===== config.mk =====
export PLATFORM = sky130hd
export DESIGN_NAME = regfile
export DESIGN_NICKNAME = d
export VERILOG_FILES = /design/src/rtl/regfile_pkg.sv /design/src/rtl/regfile.sv
export SDC_FILE = /design/constraint.sdc
export NUM_CORES = 2
export LEC_CHECK = 0
export BUFFER_PORTS_ARGS = -buffer_cell sky130_fd_sc_hd__buf_4
export CAP_MARGIN = 10
export CORE_ASPECT_RATIO = 0.6
export CORE_MARGIN = 2
export CORE_UTILIZATION = 45
export CTS_BUF_LIST = sky130_fd_sc_hd__clkbuf_2
export CTS_CLUSTER_SIZE = 12
export DETAILED_ROUTE_END_ITERATION = 7
export GPL_TIMING_DRIVEN = 0
export PLACE_DENSITY = 0.64
export SLEW_MARGIN = 5
export SYNTH_ARGS = -nofsm -noshare
export SYNTH_HDL_FRONTEND = slang
export SYNTH_SLANG_ARGS = --single-unit

===== constraint.sdc =====
create_clock -name clk -period 2.45 [get_ports clk]
set_input_delay 0 -clock clk [delete_from_list [all_inputs] [get_ports clk]]
set_output_delay 0 -clock clk [all_outputs]
set_load 0.05 [all_outputs]

===== src/rtl/regfile_pkg.sv =====
// Shared constants for the MIPS32 general-purpose register file.
package regfile_pkg;

   localparam int unsigned RegBus     = 32;
   localparam int unsigned RegAddrBus = 5;
   localparam int unsigned RegNum     = 32;
   localparam int unsigned RegNumLog2 = 5;

   localparam logic [RegBus-1:0]     ZeroWord    = 32'h0000_0000;
   localparam logic                  RstEnable   = 1'b1;
   localparam logic                  WriteEnable = 1'b1;
   localparam logic                  ReadEnable  = 1'b1;
   localparam logic [RegAddrBus-1:0] NOPRegAddr  = 5'b00000;

endpackage : regfile_pkg


===== src/rtl/regfile.sv =====
// 32x32 register file: one write port, two combinational read ports with
// same-cycle write-to-read bypass; register 0 is hardwired to zero.
module regfile
   import regfile_pkg::*;
#(
   parameter int unsigned DATA_W = RegBus,
   parameter int unsigned ADDR_W = RegNumLog2,
   parameter int unsigned NREG   = RegNum
) (
   input  logic              clk,
   input  logic              rst,
   input  logic              we,
   input  logic [ADDR_W-1:0] waddr,
   input  logic [DATA_W-1:0] wdata,
   input  logic              re1,
   input  logic [ADDR_W-1:0] raddr1,
   output logic [DATA_W-1:0] rdata1,
   input  logic              re2,
   input  logic [ADDR_W-1:0] raddr2,
   output logic [DATA_W-1:0] rdata2
);

   logic [DATA_W-1:0] regs_q [NREG];
   logic [DATA_W-1:0] regs_d [NREG];

   // Read port selection; earlier conditions take priority.
   function automatic logic [DATA_W-1:0] read_port(
      input logic              rst_v,
      input logic              re_v,
      input logic [ADDR_W-1:0] raddr_v,
      input logic [DATA_W-1:0] stored_v,
      input logic              we_v,
      input logic [ADDR_W-1:0] waddr_v,
      input logic [DATA_W-1:0] wdata_v
   );
      logic [DATA_W-1:0] res;
      if (rst_v == RstEnable) begin
         res = {DATA_W{1'b0}};
      end else if (raddr_v == {ADDR_W{1'b0}}) begin
         res = {DATA_W{1'b0}};
      end else if ((re_v == ReadEnable) && (we_v == WriteEnable) && (raddr_v == waddr_v)) begin
         res = wdata_v;
      end else if (re_v == ReadEnable) begin
         res = stored_v;
      end else begin
         res = {DATA_W{1'b0}};
      end
      return res;
   endfunction

   always_comb begin
      regs_d = regs_q;
      if ((we == WriteEnable) && (waddr != {ADDR_W{1'b0}})) begin
         regs_d[waddr] = wdata;
      end else begin
         regs_d[0] = {DATA_W{1'b0}};
      end
   end

   // Reset clears every entry and drops any coincident write.
   always_ff @(posedge clk) begin
      if (rst == RstEnable) begin
         for (int i = 0; i < int'(NREG); i++) begin
            regs_q[i] <= {DATA_W{1'b0}};
         end
      end else begin
         regs_q <= regs_d;
      end
   end

   always_comb begin
      rdata1 = read_port(rst, re1, raddr1, regs_q[raddr1], we, waddr, wdata);
      rdata2 = read_port(rst, re2, raddr2, regs_q[raddr2], we, waddr, wdata);
   end

endmodule : regfile


==> impl_metrics.py <==
metrics = {
    "routing": {
        "drt_wl_total_um": 267900,
        "drt_iter0_drc": 10350,
        "drc": 2,
        "drtAntennaViolNets": 0,
        "routedWlPerCell_um": 32.46,
        "routed_via_density": 6.692,
        "vias": 55230,
        "drt_pre_antenna_iters": 8,
    },
    "finish": {
        "largest_registers": "regs_q (1024)",
        "multi_input_area_mm2": 0.03049,
        "nNetsFinal": 6559,
        "n_fill_cell": 10720,
        "layout_common_cells": "nand2_1, a21oi_1, dfxtp_1",
        "largest_register_ff_count": 1024,
        "final_common_cell": "nand2_1",
        "stdcell_count": 8253,
        "final_util_pct": 53.86,
        "area_delta_synth_final_pct": 18.82,
        "top_register": "regs_q",
        "seqCellArea_mm2": 0.02070,
        "layout-drive-gt1-share_pct": 23.08,
    },
    "timing": {
        "fin_crit_ns": 3.663,
        "setup_viol_count_final": 424,
        "skew_ns": 0,
        "slew_headroom_pct": -1.903,
        "hold_viol_final": 7,
        "rsz0062_at_grt": "yes",
        "finalWorstSetupSlack_ns": -1.213,
        "fin_worst_hold_slack_ns": -0.07332,
        "worst_pin_slew_ns": 1.529,
        "fin_crit_sh_pct": 149.5,
        "final.setup.tns_ns": -172.90,
        "fmax_ghz": 0.2730,
        "drv_slew": 22,
    },
    "die": {
        "num_rows": 96,
        "core_mm2": 0.1142,
        "initial_utilization_pct": 45.33,
        "die_y_um": 266.8,
        "die_area_mm2": 0.1179,
        "ios": 116,
        "dieWidth_um": 441.9,
    },
    "worst_setup_path": {
        "crit_type": "reg2out",
        "cp-start-kind": "flop",
        "endpoint_kind": "output port",
        "rr_worst_depth": 3,
        "cp_cell_sequence": "mux4_2, nor2b_4, a211oi_2, a211oi_2, a211o_1, buf_6",
        "timing.rr.end": "regs_q[8]",
        "arrival_ns": 3.66,
        "cp_slowest_stage_delay_ns": 0.49,
        "critPathTopFamily": "compound AO/OA/AOI/OAI gates",
        "ff2ff_setup_slack_ns": 1.15,
        "cp_slowest_cell": "mux4_2",
        "crit_required_ns": 2.45,
        "path_max_fanout": 3,
        "critical_path.most_common_cell": "a211oi_2",
        "regToRegStartpoint": "regs_q[8]",
        "crit_buf_inv": 1,
    },
    "worst_hold_path": {
        "whs_endpoint": "regs_q[160]",
        "worstHoldPathCells": 8,
        "hold_class": "in2reg",
        "hold_start": "we",
    },
    "logic_synthesis": {
        "ys_top_cells_by_area": "dfxtp_1, mux4_2, nand2_1",
        "synthCells": 5942,
        "synth_area_mm2": 0.05178,
        "syn_avg_cell_area_um2": 8.714,
        "ys_types": 38,
        "synth_seq_area_share_pct": 39.59,
        "yosysTopAreaCell": "dfxtp_1",
        "ys_ff_latch": 1024,
        "synth_nets": 5994,
        "ys.warnings.count": 0,
        "netlist.area_leader.share_pct": 39.59,
    },
    "grt": {
        "grt_usage_pct": 44.01,
        "grt_first_pass_wirelength_um": 365900,
        "grt_max_degree": 18,
        "overflow": 0,
        "antenna_found_initial": 9,
        "grt_pass1_vias": 49700,
    },
    "cts": {
        "clkLatencyLatePin_ns": 1.79,
        "clock_sinks": 1024,
        "cts_buffer_depth": 3,
        "root_buffer": "clkbuf_2",
        "cts_buffers": 236,
        "clkTransAtPathRegs_ns": 0.12,
        "tritoncts": "built",
        "cts_max_level": 4,
    },
    "status": {
        "status": "finished, violations left",
        "violations": "design-rule violations, negative hold slack, max-capacitance violations, max-slew violations, negative setup slack",
    },
    "placed_design": {
        "gp_congestion": 1.072,
        "portBuffers": 73,
        "place_hpwl_um": 191300,
        "dp_cells": 7537,
    },
    "power_and_ir_drop": {
        "totalPowerFinal_mw": 33.49,
        "ir_worst_vdd_mv": 0.4850,
        "power_density_mw_per_mm2": 544.3,
        "p_leak_nw": 20.53,
    },
    "job": {
        "cap_violations": 2,
    },
}
-- worst min-delay path: cells and delay by family --
| family | cells | cell delay (ns) |
|---|---|---|
| buffers and inverters | 3 | 1.15 |
| and+or+nand+nor | 4 | 0.48 |
| AOI/OAI and AO/OA | 1 | 0.06 |
-- cells in the mapped netlist --
cell type,instances
nand2_1,2040
nand3_1,12
dfxtp_1,1024
a22o_1,128
clkbuf_2,30
or4_4,1
a211oi_1,34
nor3_1,38
and3_1,2
xor2_1,7
mux4_2,450
nor3b_1,1
nor2b_1,11
buf_6,4
clkbuf_1,496
o221ai_1,94
or2_2,6
nand2b_1,8
or4_1,1
o211ai_2,2
buf_4,3
nor2_1,99
o21bai_1,1
and2_1,34
nor4_1,2
inv_1,5
a21oi_1,1024
a311oi_1,1
mux2i_1,156
nor4bb_1,1
xnor2_1,3
buf_1,13
a21o_1,1
nand4_1,8
nor3_2,1
o22ai_1,63
buf_2,106
a211o_1,32
-- kinds of logic (layout without fill, tap and decap cells) --
kind of cell,count (synthesis),count (layout),synth area share [%]
and+or+nand+nor,2265,2265,16.94
AOI/OAI and AO/OA,1380,1380,15.54
DFF,1024,1024,39.59
buffers and inverters,657,1430,5.171
muxes,606,606,22.59
xor gates and xnor gates,10,10,0.1692
other,0,19,0
-- power breakdown --
part	total (mW)	switching, mW	leakage, nW	internal (mW)
Clock	12.3	8.06	1.68	4.22
Sequential	16.9	0.0995	8.34	16.8
Combinational	4.35	3.25	10.5	1.10
-- worst max path at each step --
stage,start,end,slack (ns),cells after the start
after global placement,raddr2[1],rdata2[17],-1.44,10
final,regs_q[971],rdata2[11],-1.21,6
after CTS,regs_q[843],rdata2[11],-1.26,6
after global routing,regs_q[971],rdata2[11],-1.22,6
after floorplan,raddr1[0],rdata1[0],0.37,8
after detailed placement,raddr2[1],rdata2[0],-1.23,10
-- layer usage --
layer	GRT usage (%)	routed length (um)	vias to the layer above
met5	1.140	436	-
met4	23.86	16900	15
met3	22.57	50740	972
met2	56.08	99120	5310
met1	59.19	100700	26780
li1	-	-	22160
-- area by class of cell --
| type | count | area share (%) |
|---|---|---|
| flip-flops and latches | 1024 | 33.65 |
| diodes | 19 | 0.07728 |
| repair buffers | 329 | 5.477 |
| clock buffers | 348 | 2.831 |
| clock inverters | 98 | 0.7891 |
| inverters | 5 | 0.03051 |
| plain buffers | 650 | 4.492 |
| well taps | 1519 | 3.089 |
| multi-input cells | 4261 | 49.56 |
-- through the flow --
| step | setup WS (ns) | hold WS, ns | area [um2] |
|---|---|---|---|
| floorplan | 0.3700 | 0.2709 | 51780 |
| global placement | -1.442 | 0.3469 | 54230 |
| detailed placement | -1.232 | 0.3570 | 54280 |
| CTS | -1.259 | 0.006540 | 60590 |
| global route | -1.223 | 0.01488 | 61480 |
| finish | -1.213 | -0.07332 | 61520 |
-- timing repair --
item / CTS / global route
pin swaps: 87 / 53
setup buffers: 7 / 5
endpoints found under the hold margin: 1024 / 25
setup endpoints to repair: 64 / 757
hold buffers: 230 / 5
resized for setup: 398 / 290
Power figures use the tool's default switching activity.
